File: src/rtl/hazard_forwarding_unit.sv
// Pipeline hazard unit: operand forwarding selects for Decode and Execute, load-use and
// long-latency scoreboard stalls, and a whole-pipeline freeze while a load awaits memory.
module hazard_forwarding_unit #(
  parameter int REG_ADDR_W = 5,
  parameter int MAX_LL     = 4
) (
  input  logic                          clock,
  input  logic                          reset_n,
  input  logic [REG_ADDR_W-1:0]         rs1_id,
  input  logic [REG_ADDR_W-1:0]         rs2_id,
  input  logic                          rs1_used_id,
  input  logic                          rs2_used_id,
  input  logic [REG_ADDR_W-1:0]         rd_id,
  input  logic                          ll_issue,
  input  logic [REG_ADDR_W-1:0]         rs1_ex,
  input  logic [REG_ADDR_W-1:0]         rs2_ex,
  input  logic [REG_ADDR_W-1:0]         rd_ex,
  input  logic [REG_ADDR_W-1:0]         rd_mem,
  input  logic [REG_ADDR_W-1:0]         rd_wb,
  input  logic                          reg_we_ex,
  input  logic                          reg_we_mem,
  input  logic                          reg_we_wb,
  input  logic                          mem_read_ex,
  input  logic                          mem_read_mem,
  input  logic                          mem_ack,
  input  logic                          ll_done,
  input  logic [REG_ADDR_W-1:0]         ll_done_rd,
  output logic [1:0]                    forward_rs1_id,
  output logic [1:0]                    forward_rs2_id,
  output logic [1:0]                    forward_rs1_ex,
  output logic [1:0]                    forward_rs2_ex,
  output logic                          stall_id,
  output logic                          stall_all,
  output logic [$clog2(MAX_LL+1)-1:0]   ll_count
);

  localparam int NREG = 2 ** REG_ADDR_W;
  localparam int CW   = $clog2(MAX_LL + 1);
  localparam logic [CW-1:0] MAX_CNT = CW'(MAX_LL);
  localparam logic [CW-1:0] ONE_CNT = CW'(1);

  localparam logic [1:0] FWD_NONE = 2'b00;
  localparam logic [1:0] FWD_EX   = 2'b01;
  localparam logic [1:0] FWD_MEM  = 2'b10;
  localparam logic [1:0] FWD_WB   = 2'b11;

  typedef enum logic [0:0] {RUN, MEM_WAIT} state_t;

  state_t          state;
  logic [NREG-1:0] busy;
  logic [NREG-1:0] busy_next;
  logic [CW-1:0]   count_next;

  logic mem_pending;
  logic ex_ok, mem_ok, wb_ok;
  logic rs1_id_ex, rs1_id_mem, rs1_id_wb;
  logic rs2_id_ex, rs2_id_mem, rs2_id_wb;
  logic rs1_ex_mem, rs1_ex_wb, rs2_ex_mem, rs2_ex_wb;
  logic load_use, raw, waw, full;
  logic done_valid, accept;

  function automatic logic [1:0] pick(input logic hit_ex, input logic hit_mem,
                                      input logic hit_wb);
    if (hit_ex)       return FWD_EX;
    else if (hit_mem) return FWD_MEM;
    else if (hit_wb)  return FWD_WB;
    else              return FWD_NONE;
  endfunction

  assign mem_pending = mem_read_mem && !mem_ack;

  // A producer stage is only eligible once its data actually exists.
  assign ex_ok  = reg_we_ex  && (rd_ex  != '0) && !mem_read_ex;
  assign mem_ok = reg_we_mem && (rd_mem != '0) && !mem_pending;
  assign wb_ok  = reg_we_wb  && (rd_wb  != '0);

  assign rs1_id_ex  = rs1_used_id && (rs1_id == rd_ex)  && ex_ok;
  assign rs1_id_mem = rs1_used_id && (rs1_id == rd_mem) && mem_ok;
  assign rs1_id_wb  = rs1_used_id && (rs1_id == rd_wb)  && wb_ok;
  assign rs2_id_ex  = rs2_used_id && (rs2_id == rd_ex)  && ex_ok;
  assign rs2_id_mem = rs2_used_id && (rs2_id == rd_mem) && mem_ok;
  assign rs2_id_wb  = rs2_used_id && (rs2_id == rd_wb)  && wb_ok;

  assign rs1_ex_mem = (rs1_ex == rd_mem) && mem_ok;
  assign rs1_ex_wb  = (rs1_ex == rd_wb)  && wb_ok;
  assign rs2_ex_mem = (rs2_ex == rd_mem) && mem_ok;
  assign rs2_ex_wb  = (rs2_ex == rd_wb)  && wb_ok;

  always_comb begin
    forward_rs1_id = FWD_NONE;
    forward_rs2_id = FWD_NONE;
    forward_rs1_ex = FWD_NONE;
    forward_rs2_ex = FWD_NONE;
    if (!stall_all) begin
      forward_rs1_id = pick(rs1_id_ex, rs1_id_mem, rs1_id_wb);
      forward_rs2_id = pick(rs2_id_ex, rs2_id_mem, rs2_id_wb);
      forward_rs1_ex = pick(1'b0, rs1_ex_mem, rs1_ex_wb);
      forward_rs2_ex = pick(1'b0, rs2_ex_mem, rs2_ex_wb);
    end
  end

  assign load_use = reg_we_ex && mem_read_ex && (rd_ex != '0) &&
                    ((rs1_used_id && (rs1_id == rd_ex)) ||
                     (rs2_used_id && (rs2_id == rd_ex)));

  assign raw = (rs1_used_id && busy[rs1_id]) || (rs2_used_id && busy[rs2_id]);

  // A result retiring this cycle frees its register and its slot for a same-cycle issue.
  assign done_valid = ll_done && (ll_done_rd != '0) && busy[ll_done_rd] &&
                      (ll_count != '0);
  assign waw  = ll_issue && (rd_id != '0) && busy[rd_id] &&
                !(done_valid && (ll_done_rd == rd_id));
  assign full = ll_issue && (rd_id != '0) && (ll_count == MAX_CNT) && !done_valid;

  assign stall_all = reset_n && mem_pending;
  assign stall_id  = reset_n && !mem_pending && (load_use || raw || waw || full);

  assign accept = ll_issue && (rd_id != '0) && !stall_id && !stall_all && reset_n;

  always_comb begin
    busy_next = busy;
    if (done_valid) busy_next[ll_done_rd] = 1'b0;
    if (accept)     busy_next[rd_id]      = 1'b1;
    busy_next[0] = 1'b0;
  end

  always_comb begin
    count_next = ll_count;
    case ({accept, done_valid})
      2'b10:   count_next = ll_count + ONE_CNT;
      2'b01:   count_next = ll_count - ONE_CNT;
      default: count_next = ll_count;
    endcase
  end

  always_ff @(posedge clock or negedge reset_n) begin
    if (!reset_n) begin
      state    <= RUN;
      busy     <= '0;
      ll_count <= '0;
    end else begin
      busy     <= busy_next;
      ll_count <= count_next;
      case (state)
        RUN:      if (mem_pending) state <= MEM_WAIT;
        MEM_WAIT: if (mem_ack)     state <= RUN;
        default:  state <= RUN;
      endcase
    end
  end

endmodule

File: config.mk
export PLATFORM = sky130hd
export DESIGN_NAME = hazard_forwarding_unit
export DESIGN_NICKNAME = d
export VERILOG_FILES = /design/src/rtl/hazard_forwarding_unit.sv
export SDC_FILE = /design/constraint.sdc
export NUM_CORES = 1
export LEC_CHECK = 0
export CAP_MARGIN = 0
export CORE_MARGIN = 5
export CORE_UTILIZATION = 55
export CTS_CLUSTER_SIZE = 16
export DETAILED_ROUTE_END_ITERATION = 10
export PLACE_DENSITY = 0.86
export SYNTH_ARGS = -nofsm -noshare
export SYNTH_HDL_FRONTEND = slang
export SYNTH_SLANG_ARGS = --single-unit
File: constraint.sdc
create_clock -name clock -period 3.9 [get_ports clock]
set_input_delay 0.78 -clock clock [delete_from_list [all_inputs] [get_ports clock]]
set_output_delay 0.78 -clock clock [all_outputs]
set_load 0.02 [all_outputs]
==> run_results.csv <==
group,metric,value,unit
die,dieArea,0.00917,mm^2
clock_tree,cts_tree,"done",
worst_setup_path,r2r_cells,12,
worst_setup_path,path_cells,"clkdlybuf4s50_1, buf_4, xor2_1, nor4_2, nand3_1, buf_4, nor3_2, buf_4, a211oi_1, dlygate4sd2_1",
placement,dp_hpwl,11700,um
timing,fin_hold_ws,0.572,ns
clock_tree,cts_made_buffers,5,
die,num_rows,31,
timing,fmax,0.263,GHz
die,core,0.00721,mm^2
clock_tree,clock_path_buffers,2,
worst_setup_path,crit_path_start_kind,"input pin",
timing,finClkSkew,0.00489,ns
timing,min_period,3.80,ns
cells_and_area,layout.cells.non_filler,662,
routing,wl_per_cell,23.5,um
min_path,holdCritPathClass,"register to register",
timing,slew_viol_final,0,
synth,yosys-top-cells-area,"dfrtp_1 (21%), mux4_2 (8.9%), o31ai_1 (8.5%), mux2i_1 (7.2%), xor2_1 (6.9%)",
synth,synth_top_cell_area_share,0.210,
timing,layout_setup_ws,0.101,ns
global_route,track_usage,0.343,
global_route,grt_use_met2,0.543,
placement,portBuffers,69,
routing,first_pass_iters,6,
synth,syn_avg_cell_area,9.08,um^2
min_path,holdPathEnd,"ll_count[0]",
cells_and_area,fillers,500,
clock_tree,clk_pin_slew,0.06,ns
clock_tree,clock_insertion_delay_worst_skew,0.28,ns
worst_setup_path,required,3.12,ns
synth,yosysWarnings,0,
run,drv_cap,0,
global_route,grt_use_met1,0.447,
worst_setup_path,r2r-start,"busy[23]",
synth,ys_ff_latch,34,
pwr,p_leak,2.24,nW
global_route,top_usage_layer,"met2",
die,die_x,95.8,um
worst_setup_path,startpoint,"rd_ex[2]",
worst_setup_path,crit_family,"buffers and inverters",
routing,postRouteAntennaNets,0,
die,initial_core_util,0.561,
timing,tightest_slew,0.602,ns
outcome,status,"finished, final reports clean",
die,boundaryPins,70,
worst_setup_path,crit_fanout,2,
synth,synth.top_cells.by_count,"o31ai_1 (46), dfrtp_1 (34), xor2_1 (32), mux2i_1 (29), or3_1 (28)",
routing,drcViolationCount,0,
synth,syn_area,0.00405,mm^2
global_route,antenna_found_initial,0,
synth,yosysTopAreaCell,"dfrtp_1",
clock_tree,root_buffer,"clkbuf_8",
worst_setup_path,crit_buf_inv,5,
pwr,power,0.00155,W
synth,yosys_most_used_dff,"dfrtp_1",
routing,drtIter0Drc,512,
timing,finalCritPeriodShare,0.974,
pwr,ir_worst_vdd,0.283,mV
cells_and_area,area_growth_syn_to_layout,35.7,%
routing,dr_total_vias,4511,
cells_and_area,final_nets,622,
cells_and_area,n_antenna_cell,0,
global_route,overflow,0,
timing,slew-limit-headroom,0.597,
synth,ys_types,62,
min_path,hold_path_depth,1,
timing,hold_viol,0,
placement,gp_congestion,1.03,
timing,tns,0,ns
worst_setup_path,path_class,"input pin to primary output",
clock_tree,htreeDepth,2,
synth,ys_async_sr_fraction,1.00,
global_route,use_met3,0.0680,
worst_setup_path,regToRegSetupSlack,0.61,ns
min_path,min_from,"ll_count[0]",
synth,synth_most_common_cell,"o31ai_1",
worst_setup_path,r2r_end,"ll_count[1]",
worst_setup_path,cpMaxStageDelayCell,"clkdlybuf4s50_1",
worst_setup_path,cp.arrival,3.02,ns
synth,synth_seq_area_share,0.210,
placement,pre_cts_ws,-0.495,ns
global_route,grt_pass1_vias,4494,
routing,finalWirelength,15600,um
clock_tree,cts_sinks,34,
timing,setup_violations,0,
global_route,grt_max_degree,32,
worst_setup_path,cpMostUsedCell,"buf_4",
synth,synth_cells,446,
cells_and_area,layout-drive-gt1-share,0.265,
pwr,powerDensity,283,mW/mm^2
synth,syn-num-nets,505,
routing,routed_via_density,6.81,
global_route,grt_pass1_wl,23800,um
synth,synth-edff-count,0,
worst_setup_path,end_kind,"primary output",
placement,dp_cells,653,
die,die_h,95.8,um
worst_setup_path,critical_path.max_stage_delay,0.44,ns
==> kinds of logic (layout without fill, tap and decap cells) <==
family | Yosys count | after routing | synth area share
AO/OA/AOI/OAI | 103 | 103 | 0.207
XOR/XNOR | 58 | 58 | 0.126
adder cells (fa/ha/maj) | 2 | 2 | 0.00804
buffers and inverters | 65 | 182 | 0.0791
flip-flops | 34 | 34 | 0.210
multiplexers | 49 | 49 | 0.172
AND/OR/NAND/NOR | 135 | 135 | 0.198
==> how the worst max path moves through the flow <==
stage / endpoint / slack [ns] / depth (start not counted)
finish: forward_rs1_id[1] / 0.10 / 10
global route: ll_count[2] / -0.01 / 15
CTS: stall_id / 0.03 / 8
detailed placement: ll_count[1] / -0.50 / 13
global placement: stall_id / -0.39 / 9
floorplan: ll_count[2] / 0.36 / 14
==> cell usage in the layout, fill, tap and decap left out, types with 3 or more instances in the layout <==
cell             instances
nor2b_1                  7
nor3b_1                  5
dfrtp_1                 34
xnor2_1                 26
inv_1                    9
o31ai_1                 45
nand3b_1                 8
xor2_1                  32
o22ai_1                  3
or3_1                   27
dlygate4sd2_1            7
clkdlybuf4s50_1         50
clkbuf_8                 5
or4_1                    8
o21ai_1                  3
mux2i_1                 29
nor2_1                  11
nor4_1                   8
nand2_1                 10
nor3_1                   9
nand3_1                 18
nand4_1                  3
o41ai_2                  7
a21oi_1                  4
o41ai_1                  9
mux4_2                  16
buf_4                   92
nand2b_1                 5
dlymetal6s2s_1           9
mux2_2                   4
o21ai_0                  4
==> metal layers <==
metal / share of wire / wire, um
met5: 0 / 0
met4: 0.042 / 647
met3: 0.11 / 1720
met2: 0.46 / 7240
met1: 0.38 / 5960
==> registers in the layout (all words and copies together) (netlist names) <==
register and flops:
busy 31, ll_count 3
==> what timing repair did <==
| action | 4_1_cts | 5_1_grt |
|---|---|---|
| gates resized for setup | 16 | 30 |
| hold buffers | 0 | 0 |
| hold endpoints to repair | 0 | 0 |
| buffers inserted | 0 | 2 |
| endpoints found under the setup margin | 9 | 7 |
| pin swaps | 1 | 3 |
==> power by group <==
part	total (W)	internal, W	switching [W]
Clock	0.000241	0.000123	0.000118
Combinational	0.000746	0.000372	0.000374
Sequential	0.000566	0.000423	0.000143
Total	0.00155	0.000918	0.000636
==> metrics by stage <==
| stage | utilization | cell area [um^2] |
|---|---|---|
| 3_5_place_dp | 0.737 | 5310 |
| 2_1_floorplan | - | 4050 |
| 3_3_place_gp | 0.737 | 5310 |
| 5_1_grt | 0.761 | 5490 |
| 4_1_cts | 0.748 | 5400 |
| 6_report | 0.761 | 5490 |
==> final cells by class <==
class	instances	area, um^2	share of cell area
inverters	9	33.8	0.00615
multi-input cells	347	2950	0.537
well taps	99	124	0.0226
flip-flops and latches	34	851	0.155
repair buffers	166	1460	0.265
clock buffers	7	76.3	0.0139
==> worst reg2reg max path, stage by stage, from the launching register on <==
cell and delay, ns:
dfrtp_1 0.44, mux4_2 0.50, mux2_2 0.28, o21ai_1 0.13, a211oi_1 0.07, a31oi_2 0.24, nand2_2 0.11, buf_8 0.18
or3_1 0.39, ha_1 0.20, inv_1 0.07, fa_1 0.42, mux2i_1 0.16
Note: power is estimated with default switching activity, not from simulation.
